==> config.mk <==
export PLATFORM = sky130hd
export DESIGN_NAME = layer_4_fc
export DESIGN_NICKNAME = d
export VERILOG_FILES = /design/src/rtl/layer_4_fc.sv
export SDC_FILE = /design/constraint.sdc
export NUM_CORES = 2
export LEC_CHECK = 0
export CAP_MARGIN = 15
export CORE_ASPECT_RATIO = 1.1
export CORE_MARGIN = 1.5
export CORE_UTILIZATION = 50
export DETAILED_ROUTE_END_ITERATION = 7
export DONT_BUFFER_PORTS = 1
export PLACE_DENSITY = 0.73
export SYNTH_ARGS = -nofsm -noshare
export SYNTH_HDL_FRONTEND = slang
export SYNTH_SLANG_ARGS = --single-unit
==> constraint.sdc <==
create_clock -name clk -period 13.7 [get_ports clk]
set_input_delay 0 -clock clk [delete_from_list [all_inputs] [get_ports clk]]
set_output_delay 0 -clock clk [all_outputs]
set_load 0.01 [all_outputs]
==> src/rtl/layer_4_fc.sv <==
// Fully-connected classifier: drains pooled words from the layer-3 RAM, MACs them against
// a synchronous weight ROM into N_OUT accumulators, then reports the argmax neuron.
module layer_4_fc #(
  parameter int N_FEAT = 32,
  parameter int N_OUT  = 10,
  parameter int W_W    = 8,
  parameter int ACC_W  = 36,
  parameter int DATA_W = 18,
  localparam int AW    = $clog2(N_FEAT * N_OUT)
) (
  input  logic                     clk,
  input  logic                     rst,
  input  logic                     strt,
  input  logic                     rd,
  input  logic [3:0][DATA_W-1:0]   din,
  input  logic [3:0][W_W-1:0]      w_data,
  output logic                     addr_rd_inc,
  output logic [AW-1:0]            w_addr,
  output logic                     busy,
  output logic                     tx_done,
  output logic [3:0]               class_out,
  output logic signed [ACC_W-1:0]  score_out,
  output logic                     valid
);

  localparam int FW = $clog2(N_FEAT);
  localparam int JW = $clog2(N_OUT);
  localparam int PW = DATA_W + W_W;
  localparam logic [FW-1:0] F_LAST = FW'(N_FEAT - 1);
  localparam logic [JW-1:0] J_LAST = JW'(N_OUT - 1);

  localparam logic [2:0] IDLE    = 3'd0;
  localparam logic [2:0] WAIT_RD = 3'd1;
  localparam logic [2:0] LATCH   = 3'd2;
  localparam logic [2:0] MAC     = 3'd3;
  localparam logic [2:0] DRAIN   = 3'd4;
  localparam logic [2:0] ARGMAX  = 3'd5;
  localparam logic [2:0] DONE    = 3'd6;

  logic [2:0]               state;
  logic [FW-1:0]            feat_idx;
  logic [JW-1:0]            j;
  logic [3:0][DATA_W-1:0]   feat_p0;
  logic                     vld_p1;
  logic [JW-1:0]            mac_idx_p1;
  logic signed [ACC_W-1:0]  acc [N_OUT];
  logic signed [ACC_W-1:0]  best_val, win_val, cand;
  logic [JW-1:0]            best_idx, win_idx;

  // Four full-precision signed products, each sign-extended before summing.
  function automatic logic signed [ACC_W-1:0] dot4(input logic [3:0][DATA_W-1:0] f,
                                                    input logic [3:0][W_W-1:0] w);
    logic signed [ACC_W-1:0] s;
    logic signed [PW-1:0]    fe, we, p;
    s = '0;
    for (int c = 0; c < 4; c++) begin
      fe = PW'($signed(f[c]));
      we = PW'($signed(w[c]));
      p  = fe * we;
      s  = s + ACC_W'(p);
    end
    return s;
  endfunction

  assign busy        = (state != IDLE);
  assign tx_done     = (state == DONE);
  assign addr_rd_inc = (state == LATCH);

  always_comb begin
    cand    = acc[j];
    win_val = best_val;
    win_idx = best_idx;
    if (j == '0 || cand > best_val) begin
      win_val = cand;
      win_idx = j;
    end
  end

  always_ff @(posedge clk or posedge rst) begin
    if (rst) begin
      state      <= IDLE;
      feat_idx   <= '0;
      j          <= '0;
      w_addr     <= '0;
      vld_p1     <= 1'b0;
      mac_idx_p1 <= '0;
      class_out  <= '0;
      score_out  <= '0;
      valid      <= 1'b0;
      for (int i = 0; i < N_OUT; i++) acc[i] <= '0;
    end else begin
      // ---- stage p1: weight for the address issued last cycle is now on w_data
      vld_p1     <= (state == MAC);
      mac_idx_p1 <= j;
      if (vld_p1) acc[mac_idx_p1] <= acc[mac_idx_p1] + dot4(feat_p0, w_data);

      case (state)
        IDLE: if (strt) begin
          for (int i = 0; i < N_OUT; i++) acc[i] <= '0;
          feat_idx <= '0;
          valid    <= 1'b0;
          state    <= WAIT_RD;
        end
        WAIT_RD: if (rd) state <= LATCH;
        LATCH: begin
          w_addr <= AW'(feat_idx * N_OUT);
          j      <= '0;
          state  <= MAC;
        end
        MAC: begin
          if (j == J_LAST) begin
            j     <= '0;
            state <= DRAIN;
          end else begin
            j      <= j + 1'b1;
            w_addr <= w_addr + 1'b1;
          end
        end
        DRAIN: begin
          if (feat_idx == F_LAST) begin
            state <= ARGMAX;
          end else begin
            feat_idx <= feat_idx + 1'b1;
            state    <= WAIT_RD;
          end
        end
        ARGMAX: begin
          if (j == J_LAST) begin
            j         <= '0;
            class_out <= 4'(win_idx);
            score_out <= win_val;
            valid     <= 1'b1;
            state     <= DONE;
          end else begin
            j <= j + 1'b1;
          end
        end
        DONE:    state <= IDLE;
        default: state <= IDLE;
      endcase
    end
  end

  // ---- stage p0: feature word capture and running argmax candidate
  always_ff @(posedge clk) begin
    if (state == LATCH) feat_p0 <= din;
    if (state == ARGMAX) begin
      best_val <= win_val;
      best_idx <= win_idx;
    end
  end

endmodule
==> run summary <==
status = finished, violations left
failing checks = hold timing
H-tree levels = 2
multiplexer share of the synthesized area = 0.104
fin crit share = 0.752
top cell type's share of synthesized area = 0.286
count leader, synth = nand2_1
post-CTS setup buffers = 0
Synthesized Nets = 5,878
async set or reset register ratio after synthesis = 0.792
fillers = 8,575
ANT nets after route = 0
DR pass1 iterations = 6
Ports = 161
largest family of logic cells by synthesized area = adder cells
hpwl dp = 98,400 um
CTS sink count = 539
worst path required time = 14,290 ps
clk_lat worst skew = 690 ps
XOR/XNOR Fraction of Synth Area = 0.00753
min Tclk post-route = 10,300 ps
Overflow after GRT = 0
largest net degree at the start of global routing = 167
count of flip-flops with a built-in enable after synthesis = 112
final hold slack = -7.10 ps
cts bufs inserted = 60
most common cell type on the critical path = fa_1
DRT iter0 DRCs = 2,837
Startpoint Class = register
simple-gate portion of the synthesized area = 0.127
Die X = 306 um
root buffer cell = clkbuf_16
clk buf depth = 3
Crit path max-delay family = adder cells
max_cap viols = 0
Least-Margin Pin Slew = 1250 ps
mapped cell area = 50,500 um2
max_slew headroom = 0.166
mean post-synth cell area = 10.4 um2
RSZ-0062 raised after global routing = no
initial antenna violation count = 5
Mapped Cells = 4,868
Max Freq = 0.0971 GHz
library cells used by synthesis = 73
Finish-stage setup viols = 0
Primary FF master, synth = dfrtp_1
crit-path max FO = 53
IO Port Bufs = 0
Final Skew = 54.2 ps
DR DRC count = 0
DRT Wirelength = 134,000 um
clock-pin slew on the worst setup and hold paths = 60 ps
Worst Setup End Kind = register
Crit path largest cell delay = 910 ps
Die Y = 336 um
die footprint = 103,000 um2
post-CTS sizing = 0
fraction of layout cells with a size suffix above 1 = 0.0915
global-route wire length before repair = 218,000 um
Starting Density = 0.503
via count = 36,112
yosys warns = 0
area grow syn2layout = 9.34%
max-slew violation count = 0
DR vias/cell = 5.78
top post-synthesis cells by count = nand2_1 (815), inv_1 (757), fa_1 (721)
register bit total from synthesis = 539
post-route setup TNS = 0 ps
Data arrival, critical path = 10,890 ps
area of the core = 100,000 um2
critical path class = reg -> reg
slowest CP cell = xor2_1
post-cts hold buffer count = 144
hold crit path type = in -> async
WL per Instance = 21.5 um
NumNets Final = 5,898
Bufs and invs on worst path = 7
all-layer global routing usage = 0.271
Synth Area in Compound Gates = 0.0784
vias in the first global route = 38,909
final hold vios = 2
largest area contributor in the netlist = fa_1
CTS tree = built
synth top area cells = fa_1 (29%), dfrtp_1 (21%), edfxtp_1 (6.7%), mux4_2 (6.4%), nand2_1 (6.1%)
routability congestion estimate = 0.885
sequential-to-total area share from yosys stat = 0.278
row count = 122
adder-cell area share of the yosys netlist = 0.330
## flip-flops by register name (all words and copies together), names as in the netlist
register	count
acc	360
mac_idx_p1	4
best_idx	4
vld_p1	1
state	3
w_addr	9
valid	1
score_out	36
class_out	4
feat_p0	72
best_val	36
feat_idx	5
j	4
## layout make-up
type | instances | area [um2] | share of cell area
Clock inverter | 39 | 444 | 0.00804
Timing Repair Buffer | 192 | 1830 | 0.0332
Clock buffer | 75 | 1620 | 0.0293
Multi-Input combinational cell | 3336 | 32800 | 0.594
Sequential cell | 539 | 14100 | 0.255
Inverter | 759 | 2860 | 0.0517
Antenna cell | 1 | 2.50 | 0.0000453
Tap cell | 1302 | 1630 | 0.0295
## logic make-up (layout without fill, tap and decap cells)
kind of cell,Yosys count,count (layout)
buffers and inverters,993,1065
AOI/OAI and AO/OA,638,638
muxes,332,332
DFF,539,539
xor gates and xnor gates,40,40
adders and majority gates,902,902
and+or+nand+nor,1424,1424
other,0,1
## path summary, 6_finish.rpt
path | from | to | slack (ps) | cells past startpoint
min reg2reg | j[2]$_DFFE_PP0P_ | mac_idx_p1[2]$_DFF_PP0_ | 510 | 0
min | rst | w_addr[2]$_DFFE_PP0P_ | -7 | 2
max in group asynchronous | rst | acc[200]$_DFF_PP0_ | 12030 | 3
max reg2reg | mac_idx_p1[0]$_DFF_PP0_ | acc[25]$_DFF_PP0_ | 3400 | 28
min in group clk | din[67] | feat_p0[67]$_DFFE_PP_ | 40 | 1
max | mac_idx_p1[0]$_DFF_PP0_ | acc[25]$_DFF_PP0_ | 3400 | 28
## layout by cell type, fill, tap and decap left out, drive strengths merged, types with 43 or more instances in the layout
cell	count
nand2	815
inv	761
fa	721
dfrtp	427
a21oi	313
and2	257
ha	181
nor2	164
mux4	144
dlygate4sd3	144
mux2	116
edfxtp	112
clkbuf	75
mux2i	72
o21ai	71
a22o	51
buf	48
nand2b	44
nand3	44
nor2b	43
## metrics by stage
step           area [um2]  utilization  std cells  worst slack, ps  hold WS, ps
5_1_grt             55200        0.550       6242             2890         20.8
3_3_place_gp        51700        0.515       5983             3600         91.1
4_1_cts             55200        0.550       6241             3450        0.730
2_1_floorplan       50500            -       4868             1810         98.9
6_report            55200        0.550       6243             3400        -7.10
3_5_place_dp        51700        0.515       5983             3520         90.7
## routing by layer
metal | share of wire | GRT usage
met1 | 0.39 | 0.346
met2 | 0.49 | 0.458
met3 | 0.083 | 0.0548
met4 | 0.038 | 0.0999
met5 | 0.00040 | 0
Power is left out: the tool's default activity adds up to more than one toggle a clock period on the data nets, which glitch-free logic cannot reach.
